$ cat src/rtl/opcode_buffer_pkg.sv
// -----------------------------------------------------------------------------
// opcode_buffer_pkg
// Shared definitions for the opcode prefetch queue and its storage FIFO:
//   - fetchState_t : fetch sequencer state encoding (IDLE / FETCH)
//   - BYTE_WIDTH   : width of one memory transfer
//   - bytesPerWord : number of byte transfers that make up one opcode word
//   - byteIdxWidth : width of the byte-within-word counter
//   - ptrWidth     : width of a FIFO read/write pointer
//   - countWidth   : width of an occupancy counter able to hold 0..depth
// No ports (package).
// -----------------------------------------------------------------------------
package opcode_buffer_pkg;

    typedef enum logic {
        IDLE  = 1'b0,
        FETCH = 1'b1
    } fetchState_t;

    localparam int BYTE_WIDTH = 8;

    function automatic int bytesPerWord(input int wordWidth);
        return wordWidth / BYTE_WIDTH;
    endfunction

    // Keep the counter at least one bit wide even for single-byte words.
    function automatic int byteIdxWidth(input int wordWidth);
        return (wordWidth / BYTE_WIDTH > 1) ? $clog2(wordWidth / BYTE_WIDTH) : 1;
    endfunction

    function automatic int ptrWidth(input int depth);
        return (depth > 1) ? $clog2(depth) : 1;
    endfunction

    function automatic int countWidth(input int depth);
        return $clog2(depth + 1);
    endfunction

endpackage

$ cat src/rtl/opcode_fifo.sv
// -----------------------------------------------------------------------------
// opcode_fifo
// DEPTH-entry register FIFO holding {opcode word, opcode address} pairs.
// The head entry, the valid flag and the occupancy count are all registered,
// so consumers see stable values for the whole cycle.
// Ports:
//   clk        in   clock, all state changes on the rising edge
//   reset      in   synchronous active-high reset (empties the FIFO)
//   flush      in   synchronous empty, same effect as reset, beats push/pop
//   push       in   write pushData at the tail
//   pushData   in   entry to write
//   pop        in   drop the head entry (ignored while empty)
//   headData   out  registered head entry (cleared by reset/flush)
//   headValid  out  registered "FIFO is non-empty"
//   count      out  registered number of occupied entries
// -----------------------------------------------------------------------------
module opcode_fifo
    import opcode_buffer_pkg::*;
#(
    parameter int DATA_WIDTH = 64,
    parameter int DEPTH      = 4
) (
    input  logic                          clk,
    input  logic                          reset,
    input  logic                          flush,
    input  logic                          push,
    input  logic [DATA_WIDTH-1:0]         pushData,
    input  logic                          pop,
    output logic [DATA_WIDTH-1:0]         headData,
    output logic                          headValid,
    output logic [countWidth(DEPTH)-1:0]  count
);

    localparam int PW = ptrWidth(DEPTH);
    localparam int CW = countWidth(DEPTH);

    logic [DATA_WIDTH-1:0] mem [DEPTH];
    logic [PW-1:0]         rdPtr;
    logic [PW-1:0]         wrPtr;
    logic [PW-1:0]         rdPtrNext;
    logic [CW-1:0]         countNext;
    logic                  popEff;
    logic                  pushEff;

    // A pop on an empty FIFO is dropped; a push into a full FIFO is only
    // accepted when the same edge frees a slot.
    assign popEff    = pop && (count != '0);
    assign pushEff   = push && ((count != CW'(DEPTH)) || popEff);
    assign rdPtrNext = rdPtr + PW'(1);
    assign countNext = count + CW'(pushEff) - CW'(popEff);

    // NOTE: the storage array has no reset; its contents are never observed
    // until written, and leaving it out keeps it a plain register file.
    always_ff @(posedge clk) begin
        if (pushEff) begin
            mem[wrPtr] <= pushData;
        end
    end

    // NOTE: every sequential assignment is non-blocking so all registers
    // update together from the values present before the edge.
    always_ff @(posedge clk) begin
        if (reset || flush) begin
            rdPtr     <= '0;
            wrPtr     <= '0;
            count     <= '0;
            headValid <= 1'b0;
            headData  <= '0;
        end else begin
            if (pushEff) begin
                wrPtr <= wrPtr + PW'(1);
            end
            if (popEff) begin
                rdPtr <= rdPtrNext;
            end
            count     <= countNext;
            headValid <= (countNext != '0);

            // Head only moves on a pop, or on a push into an empty FIFO.
            // When popping the last stored entry while pushing, the new
            // entry has not reached mem yet, so forward it directly.
            if (popEff) begin
                if (count > CW'(1)) begin
                    headData <= mem[rdPtrNext];
                end else if (pushEff) begin
                    headData <= pushData;
                end
            end else if (pushEff && (count == '0)) begin
                headData <= pushData;
            end
        end
    end

endmodule

$ cat src/rtl/opcode_prefetch_queue.sv
// -----------------------------------------------------------------------------
// opcode_prefetch_queue
// Fetches opcode words byte-by-byte from a byte-wide memory and queues them,
// together with the address of each word's first byte, for a consumer.
// Ports:
//   clk          in   sole clock
//   reset        in   synchronous active-high reset, overrides everything
//   fetchEnable  in   permits starting new word fetches
//   redirect     in   flush queue and partial word, restart at redirectIp
//   redirectIp   in   new fetch address
//   ramData      in   byte returned by memory for ramAddress
//   ramBusy      in   memory stall; a byte transfers only when low
//   ramRequest   out  registered byte request
//   ramAddress   out  registered byte address (the fetch pointer)
//   opcodeTake   in   consumer pops the head entry
//   opcodeValid  out  queue is non-empty
//   opcode       out  head entry word
//   opcodeIp     out  address of the head word's first byte
//   count        out  number of occupied entries
//   busy         out  same as ramRequest
// -----------------------------------------------------------------------------
module opcode_prefetch_queue
    import opcode_buffer_pkg::*;
#(
    parameter int                      ADDRESS_WIDTH = 32,
    parameter int                      WORD_WIDTH    = 32,
    parameter int                      DEPTH         = 4,
    parameter bit                      BIG_ENDIAN    = 1'b0,
    parameter logic [ADDRESS_WIDTH-1:0] RESET_IP     = '0
) (
    input  logic                          clk,
    input  logic                          reset,
    input  logic                          fetchEnable,
    input  logic                          redirect,
    input  logic [ADDRESS_WIDTH-1:0]      redirectIp,
    input  logic [7:0]                    ramData,
    input  logic                          ramBusy,
    output logic                          ramRequest,
    output logic [ADDRESS_WIDTH-1:0]      ramAddress,
    input  logic                          opcodeTake,
    output logic                          opcodeValid,
    output logic [WORD_WIDTH-1:0]         opcode,
    output logic [ADDRESS_WIDTH-1:0]      opcodeIp,
    output logic [countWidth(DEPTH)-1:0]  count,
    output logic                          busy
);

    localparam int BPW = bytesPerWord(WORD_WIDTH);
    localparam int BCW = byteIdxWidth(WORD_WIDTH);
    localparam int CW  = countWidth(DEPTH);

    fetchState_t              state;
    fetchState_t              stateNext;
    logic [ADDRESS_WIDTH-1:0] fetchPtr;
    logic [ADDRESS_WIDTH-1:0] wordIp;
    logic [ADDRESS_WIDTH-1:0] pushIp;
    logic [BCW-1:0]           byteIndex;
    logic [BCW-1:0]           laneSel;
    logic [WORD_WIDTH-1:0]    wordBuf;
    logic [WORD_WIDTH-1:0]    mergedWord;
    logic [CW:0]              occupancy;
    logic                     byteAccept;
    logic                     lastByte;
    logic                     pushNow;
    logic                     slotFree;

    assign ramRequest = (state == FETCH);
    assign busy       = ramRequest;
    assign ramAddress = fetchPtr;

    assign byteAccept = ramRequest && !ramBusy;
    assign lastByte   = (byteIndex == BCW'(BPW - 1));
    assign pushNow    = byteAccept && lastByte && !redirect;

    // The word's start address is latched with its first byte; for
    // single-byte words the first byte is also the last, so take it live.
    assign pushIp = (byteIndex == '0) ? fetchPtr : wordIp;

    // A new word may start only if the queue will still have a free slot
    // after any push happening on this same edge.
    assign occupancy = {1'b0, count} + {{CW{1'b0}}, pushNow};
    assign slotFree  = (occupancy < (CW + 1)'(DEPTH));

    assign laneSel = BIG_ENDIAN ? (BCW'(BPW - 1) - byteIndex) : byteIndex;

    // NOTE: combinational blocks assign a default to every output first so
    // no path leaves a variable unassigned and no latch is inferred.
    always_comb begin
        mergedWord = wordBuf;
        for (int b = 0; b < BPW; b++) begin
            if (laneSel == BCW'(b)) begin
                mergedWord[b*BYTE_WIDTH +: BYTE_WIDTH] = ramData;
            end
        end
    end

    always_comb begin
        stateNext = state;
        if (redirect) begin
            stateNext = fetchEnable ? FETCH : IDLE;
        end else begin
            case (state)
                IDLE: begin
                    if (fetchEnable && slotFree) begin
                        stateNext = FETCH;
                    end
                end
                FETCH: begin
                    // Only leave at a word boundary, so a started word
                    // always completes.
                    if (byteAccept && lastByte && !(fetchEnable && slotFree)) begin
                        stateNext = IDLE;
                    end
                end
                default: stateNext = IDLE;
            endcase
        end
    end

    always_ff @(posedge clk) begin
        if (reset) begin
            state <= IDLE;
        end else begin
            state <= stateNext;
        end
    end

    always_ff @(posedge clk) begin
        if (reset) begin
            fetchPtr  <= RESET_IP;
            wordIp    <= RESET_IP;
            byteIndex <= '0;
            wordBuf   <= '0;
        end else if (redirect) begin
            // Any byte accepted on this edge belongs to the abandoned stream.
            fetchPtr  <= redirectIp;
            byteIndex <= '0;
            wordBuf   <= '0;
        end else if (byteAccept) begin
            fetchPtr <= fetchPtr + ADDRESS_WIDTH'(1);
            wordBuf  <= mergedWord;
            if (byteIndex == '0) begin
                wordIp <= fetchPtr;
            end
            byteIndex <= lastByte ? '0 : byteIndex + BCW'(1);
        end
    end

    opcode_fifo #(
        .DATA_WIDTH (WORD_WIDTH + ADDRESS_WIDTH),
        .DEPTH      (DEPTH)
    ) fifo (
        .clk       (clk),
        .reset     (reset),
        .flush     (redirect),
        .push      (pushNow),
        .pushData  ({mergedWord, pushIp}),
        .pop       (opcodeTake && !redirect),
        .headData  ({opcode, opcodeIp}),
        .headValid (opcodeValid),
        .count     (count)
    );

endmodule

$ cat config.mk
export PLATFORM = sky130hd
export DESIGN_NAME = opcode_prefetch_queue
export DESIGN_NICKNAME = d
export VERILOG_FILES = /design/src/rtl/opcode_buffer_pkg.sv /design/src/rtl/opcode_fifo.sv /design/src/rtl/opcode_prefetch_queue.sv
export SDC_FILE = /design/constraint.sdc
export NUM_CORES = 1
export LEC_CHECK = 0
export BUFFER_PORTS_ARGS = -buffer_cell sky130_fd_sc_hd__buf_4
export CAP_MARGIN = 0
export CORE_ASPECT_RATIO = 1.1
export CORE_MARGIN = 3
export CORE_UTILIZATION = 40
export CTS_BUF_LIST = sky130_fd_sc_hd__clkbuf_16
export DETAILED_ROUTE_END_ITERATION = 8
export PLACE_DENSITY_LB_ADDON = 0.1
export SYNTH_ARGS = -nofsm -noshare
export SYNTH_HDL_FRONTEND = slang
export SYNTH_HIERARCHICAL = 1
export SYNTH_SLANG_ARGS = --single-unit
$ cat constraint.sdc
create_clock -name clk -period 5.35 [get_ports clk]
set_input_delay 0.2675 -clock clk [delete_from_list [all_inputs] [get_ports clk]]
set_output_delay 0.2675 -clock clk [all_outputs]
set_load 0.005 [all_outputs]
### Word level (Yosys, flattened, before mapping)

Memories as Yosys holds them, arrays and structs flattened.
Cells that the tools add are included.

* add/sub/neg operators: 7
* multiply operators: 0
* div/mod/pow operators: 0
* order comparisons: 2
* eq/ne operators: 5
* shift operators: 0
* multiplexer cells: 19
* bitwise gates (word level): 2
* reduce and logical (&&, ||, !) cells: 23

Operators by type and width (count)
* 64-bit 2-to-1 mux: 4
* 32-bit 2-to-1 mux: 3
* 32-bit by 1-bit adder with 32-bit output (second input constant): 1
* 8-bit 2-to-1 mux: 4
* 1-bit logical AND: 9
* 2-bit by 1-bit adder with 2-bit output (second input constant): 3
* 1-bit 2-to-1 mux: 6
* 3-bit inequality test (second input constant): 2
* 3-bit nonzero test: 2
* 3-bit by 1-bit adder with 4-bit output: 1
* 2-bit equality test (second input constant): 2
* 4-bit by 3-bit < comparator with 1-bit output (second input constant): 1
* 2-bit AND reduction: 2
* 2-bit nonzero test: 2
* 3-bit by 1-bit adder with 3-bit output: 1
* 3-bit by 1-bit > comparator with 1-bit output (second input constant): 1
* 1-bit logical NOT: 3
* 3-bit logical NOT: 1
* 3-bit by 1-bit subtractor with 3-bit output: 1
* 2-bit by 1-bit equality test with 1-bit output (second input constant): 1
* 2-bit logical NOT: 1
* 1-bit logical OR: 2
* 2-bit 2-to-1 mux: 1
* 1-bit inverter: 2
* 2 further kinds: 2

* register bits: 171
* latch bits: 0
* RAM bits: 256
* ROM bits: 0
* bits of input ports: 46
* output and inout bits: 102
* memories kept: 1

Memories
* fifo.mem: words 4, width 64, read ports 1, clocked after memory_dff 0, write ports 1, RTL line opcode_fifo.sv:37 `logic [DATA_WIDTH-1:0] mem [DEPTH];`

### Longest topological paths before layout

* depth in word-level cells: 12
* gate-level depth with buffers: 14
* depth with buffers taken out: 10

### Modules after synthesis

Netlist, hierarchy kept.

Modules (own cells, without submodules)
* opcode_fifo: instances 1, cells an instance 776, area each 13405.4 µm², seq. area each 9128.8 µm²
* opcode_prefetch_queue: instances 1, cells an instance 631, area each 5240.0 µm², seq. area each 1981.9 µm²

### Worst setup path after synthesis

OpenSTA, ideal clock, no wires.

* path kind: register to register
* start point: reg state, in the netlist busy
* end point: mem fifo.mem[0][0], enable pin
* library setup time: 0.429 ns
* arrival time: 3.463 ns
* path slack: 1.457 ns
* cell stages (with the launch flop): 7
* buffers on the path: 3
* period minus slack after synthesis: 3.893 ns
* cell sequence: dfxtp_1 nor3b_1 clkbuf_1 and2_1 clkbuf_1 buf_2 and3_1

* cells in the longest elaborated chain, start to end: 6

RTL lines
* start, declared: RTL line opcode_prefetch_queue.sv:52 `fetchState_t state;`
* start signal, assigned: RTL line opcode_prefetch_queue.sv:124 `state <= stateNext;`
* 1-bit logical AND: RTL line opcode_prefetch_queue.sv:71 `assign byteAccept = ramRequest && !ramBusy;`
* 1-bit logical AND (2 in a row): RTL line opcode_prefetch_queue.sv:73 `assign pushNow = byteAccept && lastByte && !redirect;`
* net pushNow: RTL line opcode_prefetch_queue.sv:64 `logic pushNow;`
* 1-bit logical AND: RTL line opcode_fifo.sv:48 `assign pushEff = push && ((count != CW'(DEPTH)) || popEff);`
* 1-bit 2-to-1 mux: RTL line opcode_fifo.sv:55 `if (pushEff) begin`
* 1-bit 2-to-1 mux (implied by the code): RTL line opcode_fifo.sv:56 `mem[wrPtr] <= pushData;`
* end, declared: RTL line opcode_fifo.sv:37

The timed path passes the listed nets, and every way through them passes these cells.

### Final worst setup path

* start point: reg fifo.count[1]
* end point: reg fifo.headData[18]

* cells in the longest elaborated chain, start to end: 7
* elaborated cells between the ends (all ways): 13

RTL lines
* start, declared: RTL line opcode_fifo.sv:31 `output logic [countWidth(DEPTH)-1:0] count`
* start signal, assigned: RTL line opcode_fifo.sv:76 `count <= countNext;`
* branches (longest 7 deep; another with 3-bit by 1-bit > comparator with 1-bit output)
* end signal, assigned: RTL line opcode_fifo.sv:84 `headData <= mem[rdPtrNext];`
* end signal, assigned: RTL line opcode_fifo.sv:86 `headData <= pushData;`
* end signal, assigned: RTL line opcode_fifo.sv:89 `headData <= pushData;`
* end, declared: RTL line opcode_fifo.sv:29 `output logic [DATA_WIDTH-1:0] headData,`

Parallel ways; which one is timed is not known.
A chain may end at the register's enable or synchronous reset.

==> out/summary.txt <==
Outcome: finished, final reports clean
Synth Cell Area: 0.0186 sq mm
Final wirelength: 53400 microns
CTS tree: yes
Yosys top cell area share: 41.2%
Post-synthesis register bit count: 427
Tot GR Track Use: 21.7%
Routed Antenna Nets: 0
Hold Path Sink: wordBuf[29]$_SDFFE_PP0N_
R2r worst-path depth: 5
Critical path buffers and inverters: 1
Site row count: 82
Sinks on Clock Net: 427
First-pass GRT wire length: 81700 microns
Synth cell count leaders: 256 x edfxtp_1, 171 x dfxtp_1, 158 x nor3_1
Post-CTS sizing: 0
Worst slew margin: 21.2%
Initial antenna violation count: 0
Port buffer count: 147
Syn Nets: 1466
Setup crit end kind: register
Initial DRC count: 834
Final min period: 2.95 ns
First-pass DRT Iterations: 5
Pwr/cell area: 325 mW/mm^2
CTS buffer count: 46
Crit path largest cell delay: 0.91 ns
Reg clk slew, reported paths: 0.06 ns
WHS: 0.0335 ns
Dominant cells by area after synthesis: edfxtp_1 41%, dfxtp_1 18%, mux4_2 7.7%, nor3_1 4.2%, mux2_2 3.9%
Setup Slack @ Placement: 2.38 ns
CP Launch Type: register
Worst Path Arrival: 3.34 ns
Clock skew: 0.0146 ns
YS warnings: 6
Worst vdd ir: 0.193 mV
Ys flop type: edfxtp_1
DR WL/cell: 24.8 microns
Final setup violation count: 0
Filler Cells Inserted: 4023
Sequential cell area: 0.0111 sq mm
Hold Path Class: in -> reg
Vias in the first global route: 12904
Final net count: 1581
Count of final max-slew check failures: 0
Yosys cell types: 73
FF-to-FF End: fifo/headData[18]$_SDFFE_PP0P_
Unrepaired setup endpoints after global routing: false
Core area: 0.0459 sq mm
ANT cells: 0
Clk Tree Root Cell: clkbuf_16
Post-synth EDFFs: 256
Asr flop ratio synth: 0%
# IOs: 148
Die width: 212 microns
Most frequent cell after synthesis: edfxtp_1
DP Cell Count: 2034
Kind of critical path: reg -> reg
Leak Pwr: 7.08 nW
Cells after Synth: 1407
Setup TNS: 0 ns
Starting Density: 40.7%
Multi-input logic area: 0.00680 sq mm
Clk_lat worst skew: 0.58 ns
Final Hold Fails: 0
Part of the cycle the worst path needs: 55.1%
Max cap viols: 0
Vias per cell: 5.94
Final WS setup: 2.40 ns
Data required time of the worst path: 5.74 ns
Maximum clock frequency: 339 MHz
P&R area growth vs syn: 17.3%
Fin util: 47.7%
Worst path cell trace: inv_1, ha_1, a21boi_4, or2_4, a311oi_1
Critical path's top delay family: simple AND/OR/NAND/NOR gates
GRT Residual Overflow: 0
CP max stage cell: or2_4
Post-DP HPWL: 30400 microns
Post-Layout Cell Count: 2148
Area leader, netlist: edfxtp_1
Seq/Total Area, Yosys: 59.6%
Worst-Margin Slew: 1.18 ns
Clk buf depth: 3
Layout cells sized above 1: 29.1%
Critical path fanouts, max: 64
Post-synthesis average cell area: 13.3 sq um
Die Y: 232 microns
WHS Path Cells: 3
Die ar.: 0.0492 sq mm
H-Tree Depth: 2
Final Wtd Congestion: 0.797
Post-route DRC: 0
Pin count of the biggest net entering global routing: 76
RR Startpoint: fifo/count[1]$_SDFF_PP0_
Vias after detailed routing: 12755
HP Start: ramData[5]
R2R setup slack: 2.40 ns
-- tightest hold or removal path: cells and delay by family --
kind                   cells  cell delay [ns]
AND/OR/NAND/NOR            1             0.08
buffers and inverters      1             0.14
AO/OA/AOI/OAI              1             0.06
-- flip-flops by register name, summed over array words and instances, names as in the netlist --
register	flops
busy	1
byteIndex	2
fifo/count	3
fifo/headData	64
fifo/headValid	1
fifo/mem	256
fifo/rdPtr	2
fifo/wrPtr	2
ramAddress	32
wordBuf	32
wordIp	32
-- worst max path at each step --
stage	startpoint	end	slack, ns	depth (start not counted)
5_1_grt	fifo/count[1]$_SDFF_PP0_	fifo/headData[38]$_SDFFE_PP0P_	2.21	6
3_3_place_gp	fifo/count[1]$_SDFF_PP0_	fifo/headData[22]$_SDFFE_PP0P_	2.43	5
2_1_floorplan	busy$_SDFF_PP0_	fifo/mem[0][0]$_DFFE_PP_	1.46	6
4_1_cts	fifo/count[1]$_SDFF_PP0_	fifo/headData[18]$_SDFFE_PP0P_	2.38	5
6_report	fifo/count[1]$_SDFF_PP0_	fifo/headData[18]$_SDFFE_PP0P_	2.40	5
3_5_place_dp	fifo/count[1]$_SDFF_PP0_	fifo/headData[18]$_SDFFE_PP0P_	2.38	5
-- cells by family (layout without fill, tap and decap cells) --
| group | count (synthesis) | after routing | synth area share [%] |
|---|---|---|---|
| and+or+nand+nor | 474 | 474 | 14.3 |
| DFF | 427 | 427 | 59.6 |
| AOI/OAI and AO/OA | 208 | 208 | 8.80 |
| buffers and inverters | 146 | 299 | 4.28 |
| muxes | 128 | 128 | 11.6 |
| adders and majority gates | 13 | 13 | 0.913 |
| xor gates and xnor gates | 11 | 11 | 0.517 |
-- through the flow --
stage	area [sq um]	total power, W
floorplan	18600	0.00378
global placement	20100	0.00392
detailed placement	20100	0.00392
CTS	21900	0.00720
global route	21900	0.00734
finish	21900	0.00711
-- cells in the final DEF (no fill, tap or decap), drive strengths merged, types with 49 or more instances in the layout --
master / n
a311oi: 73
buf: 172
clkbuf: 49
dfxtp: 171
edfxtp: 256
mux2: 64
mux4: 64
nand3: 90
nor2: 108
nor3: 159
o211ai: 67
-- area by class of cell --
type | count | share of cell area (%)
Sequential cell | 427 | 50.8
Multi-Input combinational cell | 834 | 31.1
Tap cell | 588 | 3.36
Timing Repair Buffer | 200 | 7.47
Inverter | 13 | 0.223
Clock buffer | 49 | 5.61
Clock inverter | 37 | 1.43
-- power by group --
part / total [W] / internal [W] / switching (W)
combinational: 0.000305 / 0.000123 / 0.000182
sequential: 0.00356 / 0.00351 / 0.0000518
clock: 0.00324 / 0.00194 / 0.00131
-- per-layer routing --
layer / vias to the layer above / share of wire (%) / global-route usage [%]
met5: - / 0 / 0
met4: 0 / 2.2 / 6.45
met3: 71 / 5.7 / 3.36
met2: 402 / 47 / 34.8
met1: 6516 / 45 / 30.8
li1: 5766 / - / -
-- repair_timing --
action,4_1_cts,5_1_grt
buffers inserted,0,0
endpoints found under the hold margin,28,0
hold buffers,28,0
Note: power is estimated with default switching activity, not from simulation.
